$ cat src/rtl/mem_stage_v.sv
// Memory-access pipeline stage: byte/half/word loads and stores over a ready-handshake port.
// Optional wait-state abort is enabled by defining MEM_TIMEOUT_EN.
module mem_stage_v #(
  parameter int unsigned TIMEOUT_CYCLES = 64
) (
  input  logic        clk,
  input  logic        rst_n,
  input  logic        in_valid,
  input  logic [6:0]  op,
  input  logic [2:0]  funct3,
  input  logic [4:0]  rd,
  input  logic        reg_write,
  input  logic [31:0] alu_result,
  input  logic [31:0] s_data,
  output logic        stall,
  output logic        dmem_req,
  output logic        dmem_we,
  output logic [31:0] dmem_addr,
  output logic [3:0]  dmem_be,
  output logic [31:0] dmem_wdata,
  input  logic        dmem_ready,
  input  logic [31:0] dmem_rdata,
  output logic        out_valid,
  output logic        out_reg_write,
  output logic [4:0]  out_rd,
  output logic [31:0] memwb_result,
  output logic        mem_fault
);

  localparam logic [6:0] OP_LOAD  = 7'b0000011;
  localparam logic [6:0] OP_STORE = 7'b0100011;

  typedef enum logic {IDLE, BUSY} state_t;

  state_t      r_state, n_state;
  logic        r_dmem_req, n_dmem_req;
  logic        r_dmem_we, n_dmem_we;
  logic [31:0] r_dmem_addr, n_dmem_addr;
  logic [3:0]  r_dmem_be, n_dmem_be;
  logic [31:0] r_dmem_wdata, n_dmem_wdata;
  logic        r_out_valid, n_out_valid;
  logic        r_out_reg_write, n_out_reg_write;
  logic [4:0]  r_out_rd, n_out_rd;
  logic [31:0] r_memwb_result, n_memwb_result;
  logic        r_mem_fault, n_mem_fault;

  logic        w_is_load, w_is_store, w_is_mem;
  logic        w_size_ok, w_align_ok, w_mem_ok;
  logic [31:0] w_lane, w_load_data, w_st_wdata;
  logic [3:0]  w_st_be;
  logic        w_timeout;

  // Access decode: legality of size/sign code and natural alignment
  always_comb begin
    w_is_load  = (op == OP_LOAD);
    w_is_store = (op == OP_STORE);
    w_is_mem   = w_is_load || w_is_store;
    if (w_is_load)
      w_size_ok = (funct3 == 3'b000) || (funct3 == 3'b001) || (funct3 == 3'b010) ||
                  (funct3 == 3'b100) || (funct3 == 3'b101);
    else
      w_size_ok = (funct3 == 3'b000) || (funct3 == 3'b001) || (funct3 == 3'b010);
    case (funct3[1:0])
      2'b01:   w_align_ok = !alu_result[0];
      2'b10:   w_align_ok = (alu_result[1:0] == 2'b00);
      default: w_align_ok = 1'b1;
    endcase
    w_mem_ok = w_size_ok && w_align_ok;
  end

  // Load lane extraction and store lane replication
  always_comb begin
    w_lane = dmem_rdata >> {alu_result[1:0], 3'b000};
    case (funct3)
      3'b000:  w_load_data = {{24{w_lane[7]}}, w_lane[7:0]};
      3'b001:  w_load_data = {{16{w_lane[15]}}, w_lane[15:0]};
      3'b100:  w_load_data = {24'h000000, w_lane[7:0]};
      3'b101:  w_load_data = {16'h0000, w_lane[15:0]};
      default: w_load_data = dmem_rdata;
    endcase
    case (funct3[1:0])
      2'b00: begin
        w_st_be    = 4'(4'b0001 << alu_result[1:0]);
        w_st_wdata = {4{s_data[7:0]}};
      end
      2'b01: begin
        w_st_be    = 4'(4'b0011 << alu_result[1:0]);
        w_st_wdata = {2{s_data[15:0]}};
      end
      default: begin
        w_st_be    = 4'b1111;
        w_st_wdata = s_data;
      end
    endcase
  end

`ifdef MEM_TIMEOUT_EN
  localparam int unsigned CNT_W = $clog2(TIMEOUT_CYCLES + 1);
  logic [CNT_W-1:0] r_wait_cnt, n_wait_cnt;

  // Wait-state counter; zero whenever IDLE so it is clear on entry to BUSY
  always_comb begin
    n_wait_cnt = '0;
    if (r_state == BUSY && !dmem_ready && !w_timeout)
      n_wait_cnt = r_wait_cnt + CNT_W'(1);
  end

  always_ff @(posedge clk or negedge rst_n) begin
    if (!rst_n) r_wait_cnt <= '0;
    else        r_wait_cnt <= n_wait_cnt;
  end

  assign w_timeout = (r_state == BUSY) && !dmem_ready &&
                     (r_wait_cnt == CNT_W'(TIMEOUT_CYCLES - 1));
`else
  logic w_unused_timeout;
  assign w_unused_timeout = ^32'(TIMEOUT_CYCLES);
  assign w_timeout        = 1'b0;
`endif

  assign stall = (r_state == IDLE) ? (in_valid && w_is_mem && w_mem_ok)
                                   : (!dmem_ready && !w_timeout);

  // Next-state and registered output logic
  always_comb begin
    n_state         = r_state;
    n_dmem_req      = r_dmem_req;
    n_dmem_we       = r_dmem_we;
    n_dmem_addr     = r_dmem_addr;
    n_dmem_be       = r_dmem_be;
    n_dmem_wdata    = r_dmem_wdata;
    n_out_valid     = 1'b0;
    n_out_reg_write = r_out_reg_write;
    n_out_rd        = r_out_rd;
    n_memwb_result  = r_memwb_result;
    n_mem_fault     = 1'b0;
    case (r_state)
      IDLE: begin
        if (in_valid) begin
          if (w_is_mem && w_mem_ok) begin
            n_state      = BUSY;
            n_dmem_req   = 1'b1;
            n_dmem_we    = w_is_store;
            n_dmem_addr  = {alu_result[31:2], 2'b00};
            n_dmem_be    = w_st_be;
            n_dmem_wdata = w_st_wdata;
          end else if (w_is_mem) begin
            n_out_valid     = 1'b1;
            n_out_reg_write = 1'b0;
            n_out_rd        = rd;
            n_memwb_result  = alu_result;
            n_mem_fault     = 1'b1;
          end else begin
            n_out_valid     = 1'b1;
            n_out_reg_write = reg_write;
            n_out_rd        = rd;
            n_memwb_result  = alu_result;
          end
        end
      end
      BUSY: begin
        if (dmem_ready) begin
          n_state         = IDLE;
          n_dmem_req      = 1'b0;
          n_dmem_we       = 1'b0;
          n_out_valid     = 1'b1;
          n_out_rd        = rd;
          n_out_reg_write = w_is_load ? reg_write : 1'b0;
          n_memwb_result  = w_is_load ? w_load_data : alu_result;
        end else if (w_timeout) begin
          n_state         = IDLE;
          n_dmem_req      = 1'b0;
          n_dmem_we       = 1'b0;
          n_out_valid     = 1'b1;
          n_out_rd        = rd;
          n_out_reg_write = 1'b0;
          n_memwb_result  = alu_result;
          n_mem_fault     = 1'b1;
        end
      end
      default: n_state = IDLE;
    endcase
  end

  always_ff @(posedge clk or negedge rst_n) begin
    if (!rst_n) begin
      r_state         <= IDLE;
      r_dmem_req      <= 1'b0;
      r_dmem_we       <= 1'b0;
      r_dmem_addr     <= '0;
      r_dmem_be       <= '0;
      r_dmem_wdata    <= '0;
      r_out_valid     <= 1'b0;
      r_out_reg_write <= 1'b0;
      r_out_rd        <= '0;
      r_memwb_result  <= '0;
      r_mem_fault     <= 1'b0;
    end else begin
      r_state         <= n_state;
      r_dmem_req      <= n_dmem_req;
      r_dmem_we       <= n_dmem_we;
      r_dmem_addr     <= n_dmem_addr;
      r_dmem_be       <= n_dmem_be;
      r_dmem_wdata    <= n_dmem_wdata;
      r_out_valid     <= n_out_valid;
      r_out_reg_write <= n_out_reg_write;
      r_out_rd        <= n_out_rd;
      r_memwb_result  <= n_memwb_result;
      r_mem_fault     <= n_mem_fault;
    end
  end

  assign dmem_req      = r_dmem_req;
  assign dmem_we       = r_dmem_we;
  assign dmem_addr     = r_dmem_addr;
  assign dmem_be       = r_dmem_be;
  assign dmem_wdata    = r_dmem_wdata;
  assign out_valid     = r_out_valid;
  assign out_reg_write = r_out_reg_write;
  assign out_rd        = r_out_rd;
  assign memwb_result  = r_memwb_result;
  assign mem_fault     = r_mem_fault;

endmodule

$ cat config.mk
export PLATFORM = sky130hd
export DESIGN_NAME = mem_stage_v
export DESIGN_NICKNAME = d
export VERILOG_FILES = /design/src/rtl/mem_stage_v.sv
export SDC_FILE = /design/constraint.sdc
export NUM_CORES = 1
export LEC_CHECK = 0
export ABC_AREA = 1
export CORE_UTILIZATION = 48
export CTS_CLUSTER_SIZE = 24
export DETAILED_ROUTE_END_ITERATION = 6
export MAX_ROUTING_LAYER = met4
export PLACE_DENSITY = 0.95
export SLEW_MARGIN = 10
export SYNTH_ARGS = -nofsm -noshare
export SYNTH_HDL_FRONTEND = slang
export SYNTH_SLANG_ARGS = --single-unit
$ cat constraint.sdc
create_clock -name clk -period 3.3 [get_ports clk]
set_clock_uncertainty 0.2 [all_clocks]
set_input_delay 0.33 -clock clk [delete_from_list [all_inputs] [get_ports clk]]
set_output_delay 0.33 -clock clk [all_outputs]
set_load 0.01 [all_outputs]
==> reports/results.txt <==
The flow ran to the end, but the final reports show violations. The final reports fail on DRC. At the end of routability-driven placement, the weighted congestion stood at 0.958. For this run, the register share of the synthesized area comes to 45.7%. The measured slew at the worst slew-check pin came out at 0.850 ns. For this design the top-level I/O count stands at 227.

The die is 114 µm wide. The smallest clock period supported by the final layout is computed as 3.05 ns. In this run the remaining antenna-violating nets after routing total 0. Relative area change from synthesis to final layout: 44.8%. The initial antenna violation count came out at 0. For this design the static power due to leakage is 4.33 nW.

STA classifies the critical path endpoint as a primary output. After layout, the worst path uses 92.3% of the clock period. The number of antenna diodes in the final layout is 0.

For the clock share of power, the log shows 33.9%. Height of the die: 114 µm. The total DRC errors in the routed layout was 21; the count of cells resized by post-cts repair was 0. The logs give 6681 for the vias after detailed routing and 49.5% for the initial core utilization. The number of flops mapped to enable cells by yosys works out to 0. Synthesis instantiated 24 different standard cells from the library. Global routing used 33.1% of the available tracks. Entering global routing, the biggest net connects 88 pins.

Along the worst path, the maximum fanout reaches 11. In the final routed layout, each cell accounts on average for 16.4 µm. The number of H-tree levels is 3. The tools report the yosys synthesis warning count as 0. After clock tree synthesis, the setup repair step added 0 buffers. For the worst setup path, the data required time is 2.77 ns. The design draws 3.29 mW.

The net count of the finished layout is 1194. The tools report the proportion of power drawn by combinational gates as 21.8%. The logs give 328 MHz for the peak clock frequency supported by timing and 0.215 ns for the worst slack after detailed placement. After layout, the worst setup slack is 0.254 ns. The floorplan step defined a die boundary enclosing 12900 µm². The logs give 1165 for the initial DRC count and 2.52 ns for the worst endpoint data arrival time. After synthesis the netlist holds a flip-flop and latch count of 109. Registers are responsible for 44.4% of the overall power.

In the final timing run, aggregate negative setup slack is 0 ns. Buffers inserted during clock tree synthesis total 9. Counting flops with an async set or reset pin after synthesis yields a share of 100%. Of the cells placed in the final design, the portion with a size suffix greater than 1 is 3.89%.

The most frequently used flop master after synthesis is dfrtp_1. The kind of critical path is input pin to primary output. In this run the deepest clock path goes through 2 buffers. The cell area after synthesis is 5970 µm².

TritonCTS built the clock tree. The routed design has 20.5 mm of wire. The tools report the HPWL after detailed placement as 14.7 mm. The tools report the critical path startpoint category as an input pin. The tools report the number of detailed-route iterations in the first pass as 7.

Clock-pin slew was measured on the worst setup and hold paths at 0.07 ns. The tree built by TritonCTS fans out to 109 sinks. Cells fill 71.6% of the core in the end. The tightest hold margin is 0.274 ns.

The slowest stage of the critical path is the clkdlybuf4s50_1 cell. The via count of the first global-routing pass is 6295. In this run the power spent charging and discharging nets is 0.922 mW.

Setup repair after global routing left no endpoint under its margin. The standard cell core area came out at 12100 µm². The internal portion of the total power is 2.36 mW. The floorplan has 40 rows.

The latest clock arrival within the worst-skew pair was 0.33 ns. The tool flagged a number of max-cap violations equal to 0. The path class of the lowest-slack min-delay path was register to register. Traced cell by cell, the critical path runs through clkdlybuf4s50_1 > inv_1 > ha_1 > buf_4 > nand2_1 > nand3_1 > nand2_1 > a21oi_4 > nand2_2 > o21ai_0 > clkdlybuf4s50_1.

Of the total power, the share spent switching nets is 28.0%. The logs give 43.4% for the relative slew slack and 314 µV for the maximum ir drop on the vdd rail. The first global-routing pass estimated 32.3 mm of wire. The power per cell area works out to 380 nW/µm². For the number of hold violations in the final report, the log shows 0.

The total overflow left after global routing is 0. The number of cells produced by synthesis is 877. Setup violations remaining at the end of the flow were counted as 0. The clock root buffer master is clkbuf_16. For the number of slew-limit violations in the final report, the log shows 0. Number of I/O port buffers: 224. On the worst path, the slowest cell contributes a delay of 0.62 ns. The synthesized area per cell was 6.81 µm²; the detail-routed via count per cell was 5.35.
==> worst paths after layout <==
path	startpoint	endpoint	slack [ns]	cells past startpoint
worst max-delay path	funct3[1]	stall	0.25	11
worst min-delay path	dmem_addr[8]$_DFFE_PN0P_	dmem_addr[8]$_DFFE_PN0P_	0.27	2
worst max register to register	r_state$_DFF_PN0_	memwb_result[18]$_DFFE_PN0P_	1.35	4
worst min register to register	dmem_addr[8]$_DFFE_PN0P_	dmem_addr[8]$_DFFE_PN0P_	0.27	2
max in group asynchronous	rst_n	dmem_wdata[20]$_DFFE_PN0P_	1.76	3
min in group asynchronous	rst_n	dmem_addr[14]$_DFFE_PN0P_	0.39	2
==> placed cells by master, fill, tap and decap left out, drive strengths merged, types with 2 or more instances in the layout <==
cell type and instances:
nand3 117, inv 74, dfrtp 109, nand2 375
clkbuf 9, clkinvlp 3, a21oi 19, nor2 66
o21ai 57, ha 3, buf 16, nor3 2
conb 2, clkdlybuf4s50 223
==> worst max-delay path, delay by kind of cell <==
kind | cells | cell delay [ns]
fa+ha+maj | 1 | 0.18
compound gates | 2 | 0.23
simple gates | 4 | 0.35
buf+inv | 4 | 1.42
==> layer usage <==
layer  vias up  share of wire [%]  track usage [%]
met5         -                  0                -
met4         0                4.3             13.5
met3        89                9.8             6.43
li1       3123                  -                -
met1      3033                 40             43.1
met2       436                 46             51.0
==> through the flow <==
step / area (µm²) / instances
final: 8640 / 1248
after floorplan: 5970 / 878
after global placement: 8330 / 1231
after global routing: 8640 / 1248
after CTS: 8640 / 1248
after detailed placement: 8330 / 1231
==> registers in the layout, indices dropped and copies added, names as in the netlist <==
register       cells
dmem_req           1
dmem_be            4
memwb_result      32
out_rd             5
dmem_addr         30
mem_fault          1
dmem_we            1
dmem_wdata        32
out_valid          1
out_reg_write      1
r_state            1
==> kinds of logic (layout without fill, tap and decap cells) <==
family,count (synthesis),after routing,synth area share (%)
buffers and inverters,125,327,8.83
and+or+nand+nor,561,561,38.1
AOI/OAI and AO/OA,78,78,6.67
adders and majority gates,3,3,0.629
other,1,2,0.0628
DFF,109,109,45.7
==> repair_timing <==
action,CTS,global route
hold buffers,1,0
endpoints found under the setup margin,0,0
endpoints found under the hold margin,56,0
==> layout make-up <==
type / instances / area (µm²)
Multi-Input combinational cell: 644 / 2730
Fill cell: 923 / 3420
Inverter: 71 / 267
Clock buffer: 9 / 225
Tap cell: 168 / 210
Sequential cell: 109 / 2730
Clock inverter: 7 / 78.8
Timing Repair Buffer: 240 / 2400
==> synthesized netlist by cell type, types with 2 or more instances <==
| cell | number | area (µm²) |
|---|---|---|
| inv_1 | 67 | 251 |
| o21ai_0 | 46 | 230 |
| nor2_1 | 66 | 248 |
| buf_2 | 22 | 110 |
| buf_1 | 2 | 7.51 |
| ha_1 | 3 | 37.5 |
| nand2_2 | 2 | 12.5 |
| o21ai_1 | 11 | 55.1 |
| buf_4 | 6 | 45.0 |
| nand3_1 | 117 | 586 |
| clkbuf_1 | 23 | 86.3 |
| a21oi_1 | 18 | 90.1 |
| inv_2 | 4 | 15.0 |
| nand2_1 | 372 | 1400 |
| dfrtp_1 | 109 | 2730 |
==> power groups by stage <==
| stage | Sequential (mW) | Clock [mW] | Combinational (mW) |
|---|---|---|---|
| after floorplan | 1.52 | 0 | 0.244 |
| after global placement | 1.48 | 0 | 0.685 |
| after detailed placement | 1.48 | 0 | 0.700 |
| after CTS | 1.46 | 1.14 | 0.709 |
| after global routing | 1.47 | 1.19 | 0.778 |
| final | 1.46 | 1.11 | 0.715 |
No activity file was read; power rests on OpenSTA's default activity.
